`src/rtl/skid_latch_pkg.sv`:
```
// Shared definitions for the skid_latch_nbit pipeline latch.
//   state_e    : registered occupancy state (EMPTY / ONE / FULL).
//   DEFAULT_N  : default data width.
// Optional feature macro used by this codebase: SKID_LATCH_PARITY_EN.
package skid_latch_pkg;

  localparam int DEFAULT_N = 8;

  // 2'b11 is not a legal state; the latch recovers from it to EMPTY.
  typedef enum logic [1:0] {
    ST_EMPTY = 2'b00,
    ST_ONE   = 2'b01,
    ST_FULL  = 2'b10
  } state_e;

endpackage

```
`src/rtl/skid_latch_nbit_if.sv`:
```
// Handshake bundle for skid_latch_nbit.
//   Upstream  : in_valid, in_ready, in_data, flush
//   Downstream: out_valid, out_ready, out_data, out_par (only with
//               SKID_LATCH_PARITY_EN)
// Handshake: a word moves across a side at a rising clk edge where both
// valid and ready are 1; valid never waits on ready, and ready/valid of the
// latch depend only on its registered state.
// Modports: slave = the latch, master = the environment driving it.
interface skid_latch_nbit_if #(
  parameter int N = 8
);
  logic         in_valid;
  logic         in_ready;
  logic [N-1:0] in_data;
  logic         flush;
  logic         out_valid;
  logic         out_ready;
  logic [N-1:0] out_data;
`ifdef SKID_LATCH_PARITY_EN
  logic         out_par;
`endif

  modport slave (
    input  in_valid, in_data, flush, out_ready,
`ifdef SKID_LATCH_PARITY_EN
    output out_par,
`endif
    output in_ready, out_valid, out_data
  );

  modport master (
    output in_valid, in_data, flush, out_ready,
`ifdef SKID_LATCH_PARITY_EN
    input  out_par,
`endif
    input  in_ready, out_valid, out_data
  );
endinterface

```
`src/rtl/reg_nbit.sv`:
```
// W-bit load-enabled register with asynchronous active-low clear.
//   clk, rst_n : clock, async clear to zero
//   en         : load d at the rising edge
//   d, q       : data in / registered data out
module reg_nbit #(
  parameter int W = 8
) (
  input  logic         clk,
  input  logic         rst_n,
  input  logic         en,
  input  logic [W-1:0] d,
  output logic [W-1:0] q
);
  logic [W-1:0] data_q;
  logic [W-1:0] data_d;

  always_comb begin
    data_d = data_q;
    if (en) data_d = d;
  end

  always_ff @(posedge clk or negedge rst_n) begin
    if (!rst_n) data_q <= '0;
    else        data_q <= data_d;
  end

  assign q = data_q;
endmodule

```
`src/rtl/skid_latch_nbit.sv`:
```
// 2-entry in-order pipeline latch with a skid slot.
//   clk, rst_n : clock, asynchronous active-low reset
//   bus        : skid_latch_nbit_if slave (in_*, flush, out_*)
//   state_dbg  : registered occupancy state, for observation
// The head register always holds the oldest word and drives out_data; the
// skid register catches a second word while the head is stalled.
// With SKID_LATCH_PARITY_EN defined, each entry also stores the XOR of its
// data taken at accept, driven out as out_par with out_data timing.
module skid_latch_nbit
  import skid_latch_pkg::*;
#(
  parameter int N = DEFAULT_N
) (
  input  logic                  clk,
  input  logic                  rst_n,
  skid_latch_nbit_if.slave      bus,
  output state_e                state_dbg
);
`ifdef SKID_LATCH_PARITY_EN
  localparam int W = N + 1;
`else
  localparam int W = N;
`endif

  state_e       state_q;
  state_e       state_d;
  logic         accept;
  logic         deliver;
  logic         head_en;
  logic         skid_en;
  logic [W-1:0] head_d;
  logic [W-1:0] head_q;
  logic [W-1:0] skid_q;
  logic [W-1:0] in_entry;

`ifdef SKID_LATCH_PARITY_EN
  assign in_entry = {^bus.in_data, bus.in_data};
`else
  assign in_entry = bus.in_data;
`endif

  // Handshake outputs come only from registered state.
  assign bus.in_ready  = (state_q != ST_FULL);
  assign bus.out_valid = (state_q != ST_EMPTY);

  assign accept  = bus.in_valid && bus.in_ready;
  assign deliver = bus.out_valid && bus.out_ready;

  always_comb begin
    state_d = state_q;
    head_en = 1'b0;
    skid_en = 1'b0;
    head_d  = in_entry;
    if (bus.flush) begin
      // Flush wins: no loads, so the concurrent accept is dropped and the
      // head keeps its last value for out_data.
      state_d = ST_EMPTY;
    end else begin
      case (state_q)
        ST_EMPTY: begin
          if (accept) begin
            state_d = ST_ONE;
            head_en = 1'b1;
          end
        end
        ST_ONE: begin
          if (accept && deliver) begin
            head_en = 1'b1;
          end else if (accept) begin
            state_d = ST_FULL;
            skid_en = 1'b1;
          end else if (deliver) begin
            state_d = ST_EMPTY;
          end
        end
        ST_FULL: begin
          if (deliver) begin
            // Skid word becomes the head on the same edge.
            state_d = ST_ONE;
            head_en = 1'b1;
            head_d  = skid_q;
          end
        end
        default: state_d = ST_EMPTY;
      endcase
    end
  end

  always_ff @(posedge clk or negedge rst_n) begin
    if (!rst_n) state_q <= ST_EMPTY;
    else        state_q <= state_d;
  end

  reg_nbit #(.W(W)) u_head (
    .clk   (clk),
    .rst_n (rst_n),
    .en    (head_en),
    .d     (head_d),
    .q     (head_q)
  );

  reg_nbit #(.W(W)) u_skid (
    .clk   (clk),
    .rst_n (rst_n),
    .en    (skid_en),
    .d     (in_entry),
    .q     (skid_q)
  );

  assign bus.out_data = head_q[N-1:0];
`ifdef SKID_LATCH_PARITY_EN
  assign bus.out_par  = head_q[N];
`endif
  assign state_dbg    = state_q;
endmodule

```
`src/flat_wrapper.sv`:
```
// flat-port wrapper written by rule: the top's interface ports become plain ports
module skid_latch_nbit_flat import skid_latch_pkg::*;
#(
  parameter int N = DEFAULT_N
)
  (clk, rst_n, state_dbg, bus_in_valid, bus_in_data, bus_flush, bus_out_ready, bus_in_ready, bus_out_valid, bus_out_data);
  skid_latch_nbit_if #(.N(N)) bus_i ();
  input  logic clk;
  input  logic rst_n;
  output state_e state_dbg;
  input wire logic [$bits(bus_i.in_valid)-1:0] bus_in_valid;
  input wire logic [$bits(bus_i.in_data)-1:0] bus_in_data;
  input wire logic [$bits(bus_i.flush)-1:0] bus_flush;
  input wire logic [$bits(bus_i.out_ready)-1:0] bus_out_ready;
  output wire logic [$bits(bus_i.in_ready)-1:0] bus_in_ready;
  output wire logic [$bits(bus_i.out_valid)-1:0] bus_out_valid;
  output wire logic [$bits(bus_i.out_data)-1:0] bus_out_data;
  assign bus_i.in_valid = bus_in_valid;
  assign bus_i.in_data = bus_in_data;
  assign bus_i.flush = bus_flush;
  assign bus_i.out_ready = bus_out_ready;
  assign bus_in_ready = bus_i.in_ready;
  assign bus_out_valid = bus_i.out_valid;
  assign bus_out_data = bus_i.out_data;
  skid_latch_nbit #(.N(N)) u_core (.clk(clk), .rst_n(rst_n), .bus(bus_i), .state_dbg(state_dbg));
endmodule
```
`config.mk`:
```
export PLATFORM = sky130hd
export DESIGN_NAME = skid_latch_nbit_flat
export DESIGN_NICKNAME = d
export VERILOG_FILES = /design/src/rtl/skid_latch_pkg.sv /design/src/rtl/skid_latch_nbit_if.sv /design/src/rtl/reg_nbit.sv /design/src/rtl/skid_latch_nbit.sv /design/src/flat_wrapper.sv
export SDC_FILE = /design/constraint.sdc
export NUM_CORES = 1
export LEC_CHECK = 0
export BUFFER_PORTS_ARGS = -buffer_cell sky130_fd_sc_hd__buf_2
export CAP_MARGIN = 15
export CORE_ASPECT_RATIO = 0.6
export CORE_MARGIN = 2
export CORE_UTILIZATION = 35
export CTS_BUF_LIST = sky130_fd_sc_hd__clkbuf_4 sky130_fd_sc_hd__clkbuf_8
export CTS_CLUSTER_SIZE = 30
export DETAILED_ROUTE_END_ITERATION = 8
export PLACE_DENSITY = 0.58
export SLEW_MARGIN = 40
export SYNTH_ARGS = -nofsm -noshare
export SYNTH_HDL_FRONTEND = slang
export SYNTH_SLANG_ARGS = --single-unit
```
`constraint.sdc`:
```
create_clock -name clk -period 4.15 [get_ports clk]
set_clock_uncertainty 0.05 [all_clocks]
set_input_delay 0.83 -clock clk [delete_from_list [all_inputs] [get_ports clk]]
set_output_delay 0.83 -clock clk [all_outputs]
set_load 0.05 [all_outputs]
```
Word-level counts from Yosys, hierarchy flattened --
Cells that the tools add are included.
Word-level totals: bits in registers 18, output and inout port bits 12
Operators by class: equality and inequality tests 7, mux-type cells 18, reductions and logical operators 6
Operators by type and width (count):
- $mux W8 | 3
- $mux W2 | 6
- $mux W1 | 7
- $ne A3 B2 Y1 const B | 2
- $pmux W2 S3 | 1
- $ne A4 B2 Y1 const B | 1
- $reduce_and A4 Y1 | 1
- $logic_and A1 B1 Y1 | 3
- $ne A3 B3 Y1 const B | 1
- $pmux W1 S3 | 1
- $eq A2 B1 Y1 const B | 1
- $eq A2 B2 Y1 const B | 1
- $logic_not A2 Y1 | 1
- $ne A2 B2 Y1 const B | 1
- $reduce_bool A2 Y1 | 1

Depth between registers and ports, before layout --
Gate-level depths: netlist (run 1).
depth after elaboration 7, gate-level depth with buffers 5, depth with buffers taken out 5

Cells and area by module --
Synthesis (run 1) repeated with hierarchy kept, for this count alone.
Second synthesis, totals: cells, all modules 57, area total of the unflattened synthesis 907.1 sq um
By module, submodules not included:
- reg_nbit | instances 2, cells an instance 17, area each 331.6 sq um, sequential area each 200.2 sq um
- skid_latch_nbit | instances 1, cells an instance 23, area each 244.0 sq um, sequential area each 50.0 sq um

Worst setup path before layout (run 1) --
No wires, ideal clock.
kind register to register, start point register u_core.state_q[1], in the netlist u_core.state_dbg[1], end point register u_core.u_head.data_q[0], in the netlist u_core.u_head.q[0], library setup time 0.127 ns, data arrival time 2.048 ns, data required time 3.973 ns, slack 1.924 ns, cell stages (with the launch flop) 6, clock period less this slack 2.226 ns, cells stage by stage dfrtp_1 nor2b_2 inv_2 nor3b_4 mux2_1 mux2_1
On the way: word-level cells in the longest chain between the ends 6, elaborated cells between the ends (all ways) 16, those cells by class eq/ne (3); mux (8); reduce/logical (5)
Ends and longest elaborated chain:
- start: declaration | RTL line skid_latch_nbit.sv:25 | state_e state_q;
- start signal: assignment | RTL line skid_latch_nbit.sv:91 | else state_q <= state_d;
- $ne A2 B2 Y1 (*) | RTL line skid_latch_nbit.sv:43 | assign bus.in_ready = (state_q != ST_FULL);
- via bus_in_ready | RTL line flat_wrapper.sv:15 | output wire logic [$bits(bus_i.in_ready)-1:0] bus_in_ready;
- $logic_and A1 B1 Y1 (*) | RTL line skid_latch_nbit.sv:46 | assign accept = bus.in_valid && bus.in_ready;
- $logic_and A1 B1 Y1 | RTL line skid_latch_nbit.sv:67 | if (accept && deliver) begin
- $mux W1 | RTL line skid_latch_nbit.sv:67
- $pmux W1 S3 (*) | RTL line skid_latch_nbit.sv:59 | case (state_q)
- $mux W1 (*) | RTL line skid_latch_nbit.sv:54 | if (bus.flush) begin
- end signal: assignment | RTL line reg_nbit.sv:24 | else data_q <= data_d;
- end: declaration | RTL line reg_nbit.sv:14 | logic [W-1:0] data_q;
The timed path passes the listed nets; every way through them passes the cells marked *. A chain may end at the register's enable or synchronous reset.

Final worst setup path (run 1) --
start point register u_core.state_q[0], in the netlist u_core.state_dbg[0], end point output bus_out_valid
On the way: word-level cells in the longest chain between the ends 1
Ends and longest elaborated chain:
- $reduce_bool A2 Y1 | RTL line skid_latch_nbit.sv:44 | assign bus.out_valid = (state_q != ST_EMPTY);
- end: declaration | RTL line flat_wrapper.sv:16 | output wire logic [$bits(bus_i.out_valid)-1:0] bus_out_valid;
Every way passes these cells.

==> results of run 1 <==
==> cell type report <==
type / count / area, um2
Clock buffer: 3 / 41.3
Fill cell: 207 / 1170
Inverter: 1 / 3.75
Multi-Input combinational cell: 39 / 375
Sequential cell: 18 / 450
Tap cell: 30 / 37.5
Timing Repair Buffer: 24 / 120
==> cells by family after synthesis <==
| family | Yosys count | share of synthesized area [%] |
|---|---|---|
| flops | 18 | 54.3 |
| buf+inv | 1 | 0.452 |
| mux | 25 | 33.8 |
| compound gates | 4 | 3.17 |
| simple gates | 10 | 8.30 |
==> stage by stage <==
| step | setup slack, ns | instance area, um2 | utilization [%] |
|---|---|---|---|
| floorplan | 1.92 | 830 | - |
| global placement | 1.85 | 987 | 45.0 |
| detailed placement | 1.83 | 987 | 45.0 |
| CTS | 2.07 | 1030 | 46.8 |
| global route | 2.01 | 1030 | 46.8 |
| finish | 2.07 | 1030 | 46.8 |
==> cell usage in the layout (no fill, tap or decap), drive strengths merged, types with 2 or more instances in the layout <==
cell	Yosys	final
clkbuf	0	3
a21oi	2	2
mux2	24	24
nor2	3	3
dfrtp	18	18
buf	0	24
==> flip-flops by register name (all words and copies together), names as in the netlist <==
| name | flops |
|---|---|
| u_core.u_head.q | 8 |
| u_core.state_dbg | 2 |
| u_core.u_skid.q | 8 |
==> per-layer routing <==
layer,share of wire (%),up-vias,global-route usage [%]
met5,0,-,0
met4,0,0,2.45
met3,6.8,0,5.42
met2,45,14,18.0
met1,49,270,15.4
li1,-,264,-
==> how the worst max path moves through the flow <==
stage,from,endpoint,cells after the start
2_1_floorplan,u_core.state_dbg[1],u_core.u_head.q[0],5
3_3_place_gp,bus_flush,u_core.u_head.q[0],4
3_5_place_dp,bus_flush,u_core.u_head.q[0],4
4_1_cts,u_core.state_dbg[0],bus_out_valid,2
5_1_grt,u_core.state_dbg[0],bus_out_valid,2
6_report,u_core.state_dbg[0],bus_out_valid,2
==> critical path: stages (launching register included) <==
cell and delay, ns:
dfrtp_1 0.45, or2_2 0.29, buf_2 0.21
==> power by group through the flow <==
stage	registers, mW	logic, mW	clock network, mW
finish	0.233	0.146	0.115
global route	0.238	0.154	0.130
CTS	0.233	0.148	0.121
detailed placement	0.236	0.148	0
global placement	0.235	0.145	0
floorplan	0.292	0.0514	0
==> summary.md, run 1 <==
| Metric | Value |
|---|---|
| Initial DRC count | `24` |
| Pre-antenna DRT Iters | `3` |
| Worst r2r src | `u_core.state_dbg[0]` |
| Leakage power | `0.474 nW` |
| Max_cap viols | `0` |
| Htree depth | `1` |
| Post-CTS Resized | `0` |
| Min Hold Slack | `between 0.4 and 0.5 ns` |
| # port buffers | `24` |
| Switch Pwr | `0.164 mW` |
| Post-Route WL | `1.44 mm` |
| Core ar. | `0.00220 mm2` |
| DR vias/cell | `4.77` |
| Ys async rst share | `100%` |
| Count of cell types in the netlist | `17` |
| Reg2reg path depth | `5` |
| Rows | `13` |
| Post-layout power | `0.494 mW` |
| Reg2reg end | `u_core.u_head.q[0]` |
| Sequential area share after synthesis | `54.3%` |
| Nets | `100` |
| Count leader, synth | `dfrtp_1` |
| Yosys warns | `0` |
| Max FO, Critical Path | `7` |
| Post-synth EDFFs | `0` |
| Synthesis-to-layout area growth | `24.0%` |
| DP HPWL | `1.09 mm` |
| RePlAce Congestion | `0.774` |
| Worst R2R Setup Slack | `2.17 ns` |
| CP startpoint kind | `flop` |
| Share of layout cells above drive strength 1 | `55.3%` |
| Sink Count | `18` |
| TritonCTS buffer count | `3` |
| TNS Setup | `0 ns` |
| CTS tree | `built` |
| Initial antenna violation count | `0` |
| RSZ-0062 raised after global routing | `no` |
| Ant diodes | `0` |
| Crit end category | `primary output` |
| Initial core utilization | `37.8%` |
| GRT Resource Usage Total | `about an eighth` |
| Clock latency at the later pin of the worst-skew pair | `0.25 ns` |
| Area share of the largest cell type after synthesis | `54.3%` |
| Number of global-route vias before repair | `approximately 550` |
| Largest net degree at the start of global routing | `19` |
| Root buffer cell | `clkbuf_8` |
| Critical Path RT | `3.27 ns` |
| Clk pwr share | `23.4%` |
| Ys flop type | `dfrtp_1` |
| Post-route antenna net violation count | `0` |
| Clock tree buffer depth | `2` |
| Setup violations, final | `0` |
| Synthesized area per cell | `14.3 um2` |
| Via total after detailed routing | `548` |
| Hold Path Class | `input port to asynchronous set/reset pin` |
| Clock transition at path regs | `0.06 ns` |
| Kind of critical path | `flop to primary output` |
| Sequential share of power | `47.1%` |
| Global-route wire length before repair | `2.44 mm` |
| Endpoints failing hold | `0` |
| Sw Share | `between 30% and 40%` |
| Most frequent cells after synthesis | `dfrtp_1 (18), mux2_2 (15), mux2_1 (9)` |
| Final Cycle Share | `50.1%` |
| Flops & latches, synth | `18` |
| Drc violations | `0` |
| Post-CTS Setup Inserts | `0` |
| Peak VDD IR | `0.000276 V` |
| Die extent in y | `41.7 um` |
| Status | `finished clean` |
| Area leader, netlist | `dfrtp_1` |
| Ranking of synthesized cells by area | `dfrtp_1 (54%), mux2_2 (20%), mux2_1 (12%), nor3b_4 (2.3%), nor2_1 (1.4%)` |
| WP data arrival | `1.20 ns` |
| Dpl cells | `about 110` |
| IO Pins | `25` |
| F_max | `0.481 GHz` |
| Cts hold-fix bufs | `0` |
| Pint | `0.330 mW` |
| Max-Slew Margin vs Limit | `roughly two thirds` |
| Die Area | `0.00279 mm2` |
| Overflow after GRT | `0` |
| Slew at the pin with the worst max-slew slack | `0.494 ns` |
| Post-synthesis cell count | `58` |
| Mapped Nets | `71` |
| Post-route minimum period | `slightly above 2 ns` |
| Post-route insts no fill | `115` |
| Logic pwr share | `29.6%` |
| Drt wl/cell | `12.5 um` |
| Final Max Slew Viols | `0` |
| Mapped cell area | `830 um2` |
| Horiz. Die Dim | `66.9 um` |
| Pwr/cell area | `between 400 and 500 mW/mm2` |
Power figures use the tool's default switching activity.
==> inputs of run 2 (changes only) <==
==> constraint.sdc (replaced) <==
create_clock -name clk -period 2.1 [get_ports clk]
set_clock_uncertainty 0.05 [all_clocks]
set_input_delay 0.42 -clock clk [delete_from_list [all_inputs] [get_ports clk]]
set_output_delay 0.42 -clock clk [all_outputs]
set_load 0.05 [all_outputs]
==> summary.md, run 2 (same netlist as run 1, synthesis figures left out) <==
| Metric | Value |
|---|---|
| Htree depth | `1 (unchanged)` |
| Leakage power | `0.471 nW (-0.62%)` |
| Core ar. | `0.00220 mm2 (unchanged)` |
| Clock latency at the later pin of the worst-skew pair | `0.24 ns (about the same)` |
| Finished Cell Area | `0.00103 mm2 (+0.24%)` |
| Layout filler cell count | `208 (+0.48%)` |
| Die Area | `0.00279 mm2 (unchanged)` |
| Initial antenna violation count | `0 (unchanged)` |
| IO Pins | `25 (unchanged)` |
| Pre-antenna DRT Iters | `2 (-1)` |
| DR WL met3 | `109 um (+11%)` |
| Kind of critical path | `flop to flop` |
| Crit path max-delay family | `multiplexers` |
| F_max | `just over 0.5 GHz` |
| Post-layout power | `0.973 mW (+97%)` |
| Via total after detailed routing | `539 (-1.6%)` |
| CP cell instances | `nor2b_2, inv_2, nor3b_4, mux2_1, mux2_1` |
| Largest net degree at the start of global routing | `19 (unchanged)` |
| Final WS setup | `0.159 ns (-1.91 ns)` |
| Global-route wire length before repair | `2.39 mm (-1.7%)` |
| CTS tree | `built` |
| TritonCTS buffer count | `3 (unchanged)` |
| Horiz. Die Dim | `66.9 um (unchanged)` |
| Critical path buffer and inverter count | `1 (unchanged)` |
| Nets | `100 (unchanged)` |
| Post-Route WL | `1.43 mm (-0.49%)` |
| Max FO, Critical Path | `8 (+1)` |
| Post-route antenna net violation count | `0 (unchanged)` |
| Most frequent cells in the layout | `buf_2 (24), dfrtp_1 (16), mux2_2 (15)` |
| Sink Count | `18 (unchanged)` |
| Rows | `13 (unchanged)` |
| CP startpoint kind | `flop` |
| Ant diodes | `0 (unchanged)` |
| Post-CTS Setup Inserts | `0 (unchanged)` |
| Routed wl met2 | `597 um (-6.7%)` |
| Share of layout cells above drive strength 1 | `57.6% (+2.4 points)` |
| Drc violations | `0 (unchanged)` |
| Area of the multi-input gates | `375 um2 (unchanged)` |
| Post-route minimum period | `between 1.5 and 2 ns` |
| DP HPWL | `1.10 mm (+1.2%)` |
| Status | `finished clean` |
| Endpoints failing hold | `0 (unchanged)` |
| Cts hold-fix bufs | `0 (unchanged)` |
| # port buffers | `24 (unchanged)` |
| Drt wl/cell | `12.4 um (-0.49%)` |
| Max_cap viols | `0 (unchanged)` |
| Max stage delay on crit path | `0.45 ns (about the same)` |
| Hold Path Class | `input port to asynchronous set/reset pin` |
| Dpl cells | `112 (unchanged)` |
| Register area | `453 um2 (+0.56%)` |
| Post-CTS Resized | `0 (unchanged)` |
| Min Hold Slack | `0.0415 ns (-0.407 ns)` |
| Placed inst area | `990 um2 (+0.25%)` |
| Number of global-route vias before repair | `524 (-3.9%)` |
| Overflow after GRT | `0 (unchanged)` |
| Die extent in y | `41.7 um (unchanged)` |
| Root buffer cell | `clkbuf_8` |
| Most common cell after layout, fill and taps aside | `buf_2` |
| Pwr/cell area | `944 mW/mm2 (+97%)` |
| WP data arrival | `2.02 ns (+0.82 ns)` |
| Final Max Slew Viols | `0 (unchanged)` |
| Slew at the pin with the worst max-slew slack | `0.483 ns (-0.0114 ns)` |
| Util after Layout | `47.0% (+0.11 points)` |
| Setup violations, final | `0 (unchanged)` |
| RePlAce Congestion | `0.786 (+1.6%)` |
| Post-route insts no fill | `115 (unchanged)` |
| Max layer used | `met3` |
| Critical Path Most Common Cell | `mux2_1` |
| Clock tree buffer depth | `2 (unchanged)` |
| Met1 WL | `722 um (+3.6%)` |
| Max-Slew Margin vs Limit | `67.8% (+0.80 points)` |
| TNS Setup | `0 ns (unchanged)` |
| DP Worst Slack | `0.146 ns (-1.69 ns)` |
| Clock transition at path regs | `0.06 ns (about the same)` |
| Initial core utilization | `37.8% (unchanged)` |
| Peak VDD IR | `0.000394 V (+43%)` |
| Final Cycle Share | `92.4%` |
| Initial DRC count | `16 (-33%)` |
| DR vias/cell | `4.69 (-1.6%)` |
| Critical Path RT | `2.18 ns (-1.09 ns)` |
| GRT Resource Usage Total | `11.7% (-0.044 points)` |
| Crit end category | `flop` |
| Crit-path slowest cell | `dfrtp_2` |
| Synthesis-to-layout area growth | `24.3%` |
| RSZ-0062 raised after global routing | `no` |
[run 2: final timing paths]
kind	startpoint	depth (start not counted)	slack [ns]	endpoint
min in group clk	bus_out_ready	2	0.35	u_core.state_dbg[1]
worst max-delay path	u_core.state_dbg[0]	5	0.16	u_core.u_head.q[0]
worst min-delay path	rst_n	1	0.04	u_core.u_skid.q[7]
worst min register to register	u_core.u_head.q[0]	1	0.44	u_core.u_head.q[0]
max in group asynchronous	rst_n	1	1.66	u_core.state_dbg[1]
worst max register to register	u_core.state_dbg[0]	5	0.16	u_core.u_head.q[0]
[run 2: layout make-up]
cell class / instances / share of cell area, %
Inverter: 1 / 0.364
Multi-Input combinational cell: 39 / 36.4
Timing Repair Buffer: 24 / 11.7
Sequential cell: 18 / 43.9
Clock buffer: 3 / 4.00
Tap cell: 30 / 3.64
[run 2: routing by layer]
| layer | up-vias | GRT usage (%) |
|---|---|---|
| met5 | - | 0 |
| met4 | 0 | 2.45 |
| met3 | 0 | 5.15 |
| met1 | 260 | 17.4 |
| li1 | 264 | - |
| met2 | 15 | 15.8 |
[run 2: power by group]
group | total (mW) | internal [mW] | switching [mW]
registers | 0.459 | 0.424 | 0.0354
clock network | 0.225 | 0.127 | 0.0979
logic | 0.289 | 0.103 | 0.186
==> inputs of run 3 (changes only) <==
--- a/config.mk
+++ b/config.mk
@@ -7,13 +7,12 @@
 export LEC_CHECK = 0
 export BUFFER_PORTS_ARGS = -buffer_cell sky130_fd_sc_hd__buf_2
 export CAP_MARGIN = 15
-export CORE_ASPECT_RATIO = 0.6
 export CORE_MARGIN = 2
-export CORE_UTILIZATION = 35
+export CORE_UTILIZATION = 44
 export CTS_BUF_LIST = sky130_fd_sc_hd__clkbuf_4 sky130_fd_sc_hd__clkbuf_8
 export CTS_CLUSTER_SIZE = 30
 export DETAILED_ROUTE_END_ITERATION = 8
-export PLACE_DENSITY = 0.58
+export PLACE_DENSITY = 0.81
 export SLEW_MARGIN = 40
 export SYNTH_ARGS = -nofsm -noshare
 export SYNTH_HDL_FRONTEND = slang
==> summary.md, run 3 (same netlist as run 1, synthesis figures left out) <==
| Metric | Value |
|---|---|
| Status | `finished clean` |
| Most common cell after layout, fill and taps aside | `buf_2` |
| Placed inst area | `983 um2 (-0.63%)` |
| Most frequent cells in the layout | `buf_2 (24), dfrtp_1 (16), mux2_2 (15)` |
| Overflow after GRT | `0 (unchanged)` |
| Drc violations | `0 (unchanged)` |
| Sink Count | `18 (unchanged)` |
| Max-Slew Margin vs Limit | `67.0% (-0.77 points)` |
| DP HPWL | `1.02 mm (-7.5%)` |
| Hold path endpoint | `u_core.state_dbg[1]` |
| Max FO, Critical Path | `8 (unchanged)` |
| IO Pins | `25 (unchanged)` |
| Critical Path Most Common Cell | `mux2_1` |
| Reg2reg end | `u_core.u_head.q[0]` |
| DR WL met3 | `73 um (-33%)` |
| Post-route minimum period | `1.90 ns (-0.0406 ns)` |
| Ant diodes | `0 (unchanged)` |
| Endpoints failing hold | `0 (unchanged)` |
| Via total after detailed routing | `548 (+1.7%)` |
| WP data arrival | `2.04 ns (+0.02 ns)` |
| Setup violations, final | `0 (unchanged)` |
| Initial core utilization | `47.5% (+9.7 points)` |
| Critical Path RT | `2.23 ns (+0.05 ns)` |
| Worst R2R Setup Slack | `0.20 ns (+0.04 ns)` |
| Max stage delay on crit path | `0.46 ns (about the same)` |
| Post-CTS Resized | `0 (unchanged)` |
| Clock tree buffer depth | `2 (unchanged)` |
| Finished Cell Area | `0.00102 mm2 (-0.73%)` |
| Root buffer cell | `clkbuf_4` |
| Crit-path slowest cell | `dfrtp_2` |
| Kind of critical path | `flop to flop` |
| Largest net degree at the start of global routing | `19 (unchanged)` |
| Max layer used | `met4` |
| Slew at the pin with the worst max-slew slack | `0.495 ns (+0.0115 ns)` |
| CP startpoint kind | `flop` |
| Routed wl met2 | `640 um (+7.2%)` |
| # port buffers | `24 (unchanged)` |
| Worst r2r src | `u_core.state_dbg[0]` |
| Core ar. | `0.00175 mm2 (-21%)` |
| Final Max Slew Viols | `0 (unchanged)` |
| TNS Setup | `0 ns (unchanged)` |
| Pwr/cell area | `918 mW/mm2 (-2.8%)` |
| Die Area | `0.00225 mm2 (-19%)` |
| Hold path depth | `2` |
| Clock transition at path regs | `0.10 ns (+0.04 ns)` |
| Reg2reg path depth | `5 (unchanged)` |
| Crit path max-delay family | `multiplexers` |
| F_max | `0.526 GHz (+2.1%)` |
| CP cell instances | `nor2b_2, inv_2, nor3b_4, mux2_1, mux2_1` |
| Final Cycle Share | `90.5% (-1.9 points)` |
| Initial antenna violation count | `0 (unchanged)` |
| Hold Path Class | `input port to flop` |
| Clock latency at the later pin of the worst-skew pair | `0.29 ns (+0.05 ns)` |
| Leakage power | `0.472 nW (+0.21%)` |
| Initial DRC count | `5 (-11)` |
| Max_cap viols | `0 (unchanged)` |
| Global-route wire length before repair | `2.07 mm (-14%)` |
| Number of global-route vias before repair | `476 (-9.2%)` |
| Met1 WL | `646 um (-11%)` |
| Post-CTS Setup Inserts | `0 (unchanged)` |
| Nets | `101 (+1.0%)` |
| Peak VDD IR | `0.000529 V (+34%)` |
| Min-delay src | `bus_out_ready` |
| TritonCTS buffer count | `3 (unchanged)` |
| Post-route antenna net violation count | `0 (unchanged)` |
| Crit end category | `flop` |
| Pre-antenna DRT Iters | `3 (+1)` |
| Die extent in y | `47.4 um (+14%)` |
| Drt wl/cell | `12.2 um (-1.8%)` |
| RSZ-0062 raised after global routing | `no` |
| DR vias/cell | `4.89 (+4.4%)` |
| CTS tree | `built` |
| Synthesis-to-layout area growth | `23.4%` |
| Htree depth | `1 (unchanged)` |
| RePlAce Congestion | `0.650 (-17%)` |
| Rows | `15 (+2)` |
| Horiz. Die Dim | `47.4 um (-29%)` |
| Critical path buffer and inverter count | `1 (unchanged)` |
| Share of layout cells above drive strength 1 | `57.5% (-0.18 points)` |
| Post-Route WL | `1.37 mm (-4.3%)` |
| GRT Resource Usage Total | `14.0% (+2.3 points)` |
-- run 3: cell types whose count changed in the layout (fill, tap and decap cells not counted), sizes merged --
cell / change
dlygate4sd3: +1
clkbuf: +1
-- run 3: worst reg2reg max path: stages (launching register included) --
cell	delay [ns]
dfrtp_2	0.46
nor2b_2	0.17
inv_2	0.06
nor3b_4	0.41
mux2_1	0.36
mux2_1	0.29
-- run 3: stage by stage --
| stage | hold WS (ns) | cells | setup slack [ns] | utilization [%] | power [mW] |
|---|---|---|---|---|---|
| after floorplan | 0.0744 | 58 | 0.0359 | - | 0.680 |
| after global placement | 0.316 | 107 | 0.230 | 56.3 | 0.748 |
| after detailed placement | 0.321 | 107 | 0.198 | 56.3 | 0.760 |
| after CTS | 0.282 | 112 | 0.178 | 58.6 | 0.952 |
| after global routing | 0.294 | 112 | 0.0934 | 58.6 | 0.987 |
| final | 0.290 | 112 | 0.199 | 58.6 | 0.939 |
-- run 3: what timing repair did --
action	4_1_cts	5_1_grt
hold buffers	1	0
endpoints found under the setup margin	0	0
hold endpoints to repair	15	0
-- run 3: worst max-delay path by stage --
| stage | from | end | slack, ns | depth (start not counted) |
|---|---|---|---|---|
| global route | u_core.state_dbg[0] | u_core.u_head.q[0] | 0.09 | 5 |
| CTS | u_core.state_dbg[0] | u_core.u_head.q[0] | 0.18 | 5 |
| finish | u_core.state_dbg[0] | u_core.u_head.q[0] | 0.20 | 5 |
| floorplan | u_core.state_dbg[1] | u_core.u_head.q[0] | 0.04 | 5 |
| global placement | u_core.state_dbg[0] | u_core.u_head.q[0] | 0.23 | 5 |
| detailed placement | u_core.state_dbg[0] | u_core.u_head.q[0] | 0.20 | 5 |
-- run 3: cell type report --
class	count	area [um2]
fillers	161	722
flip-flops and latches	18	453
multi-input cells	39	375
repair buffers	25	130
well taps	25	31.3
clock buffers	4	30.0
inverters	1	3.75
-- run 3: report_power, final --
group          internal (mW)  total (mW)  leakage [nW]  switching (mW)
clock network         0.0867       0.190        0.0184           0.104
logic                  0.104       0.289         0.238           0.186
registers              0.423       0.460         0.215          0.0366
-- run 3: layer usage --
metal / vias to the layer above / track usage, %
li1: 267 / -
met2: 16 / 22.4
met4: 0 / 6.67
met1: 263 / 18.7
met3: 2 / 2.26
met5: - / 0
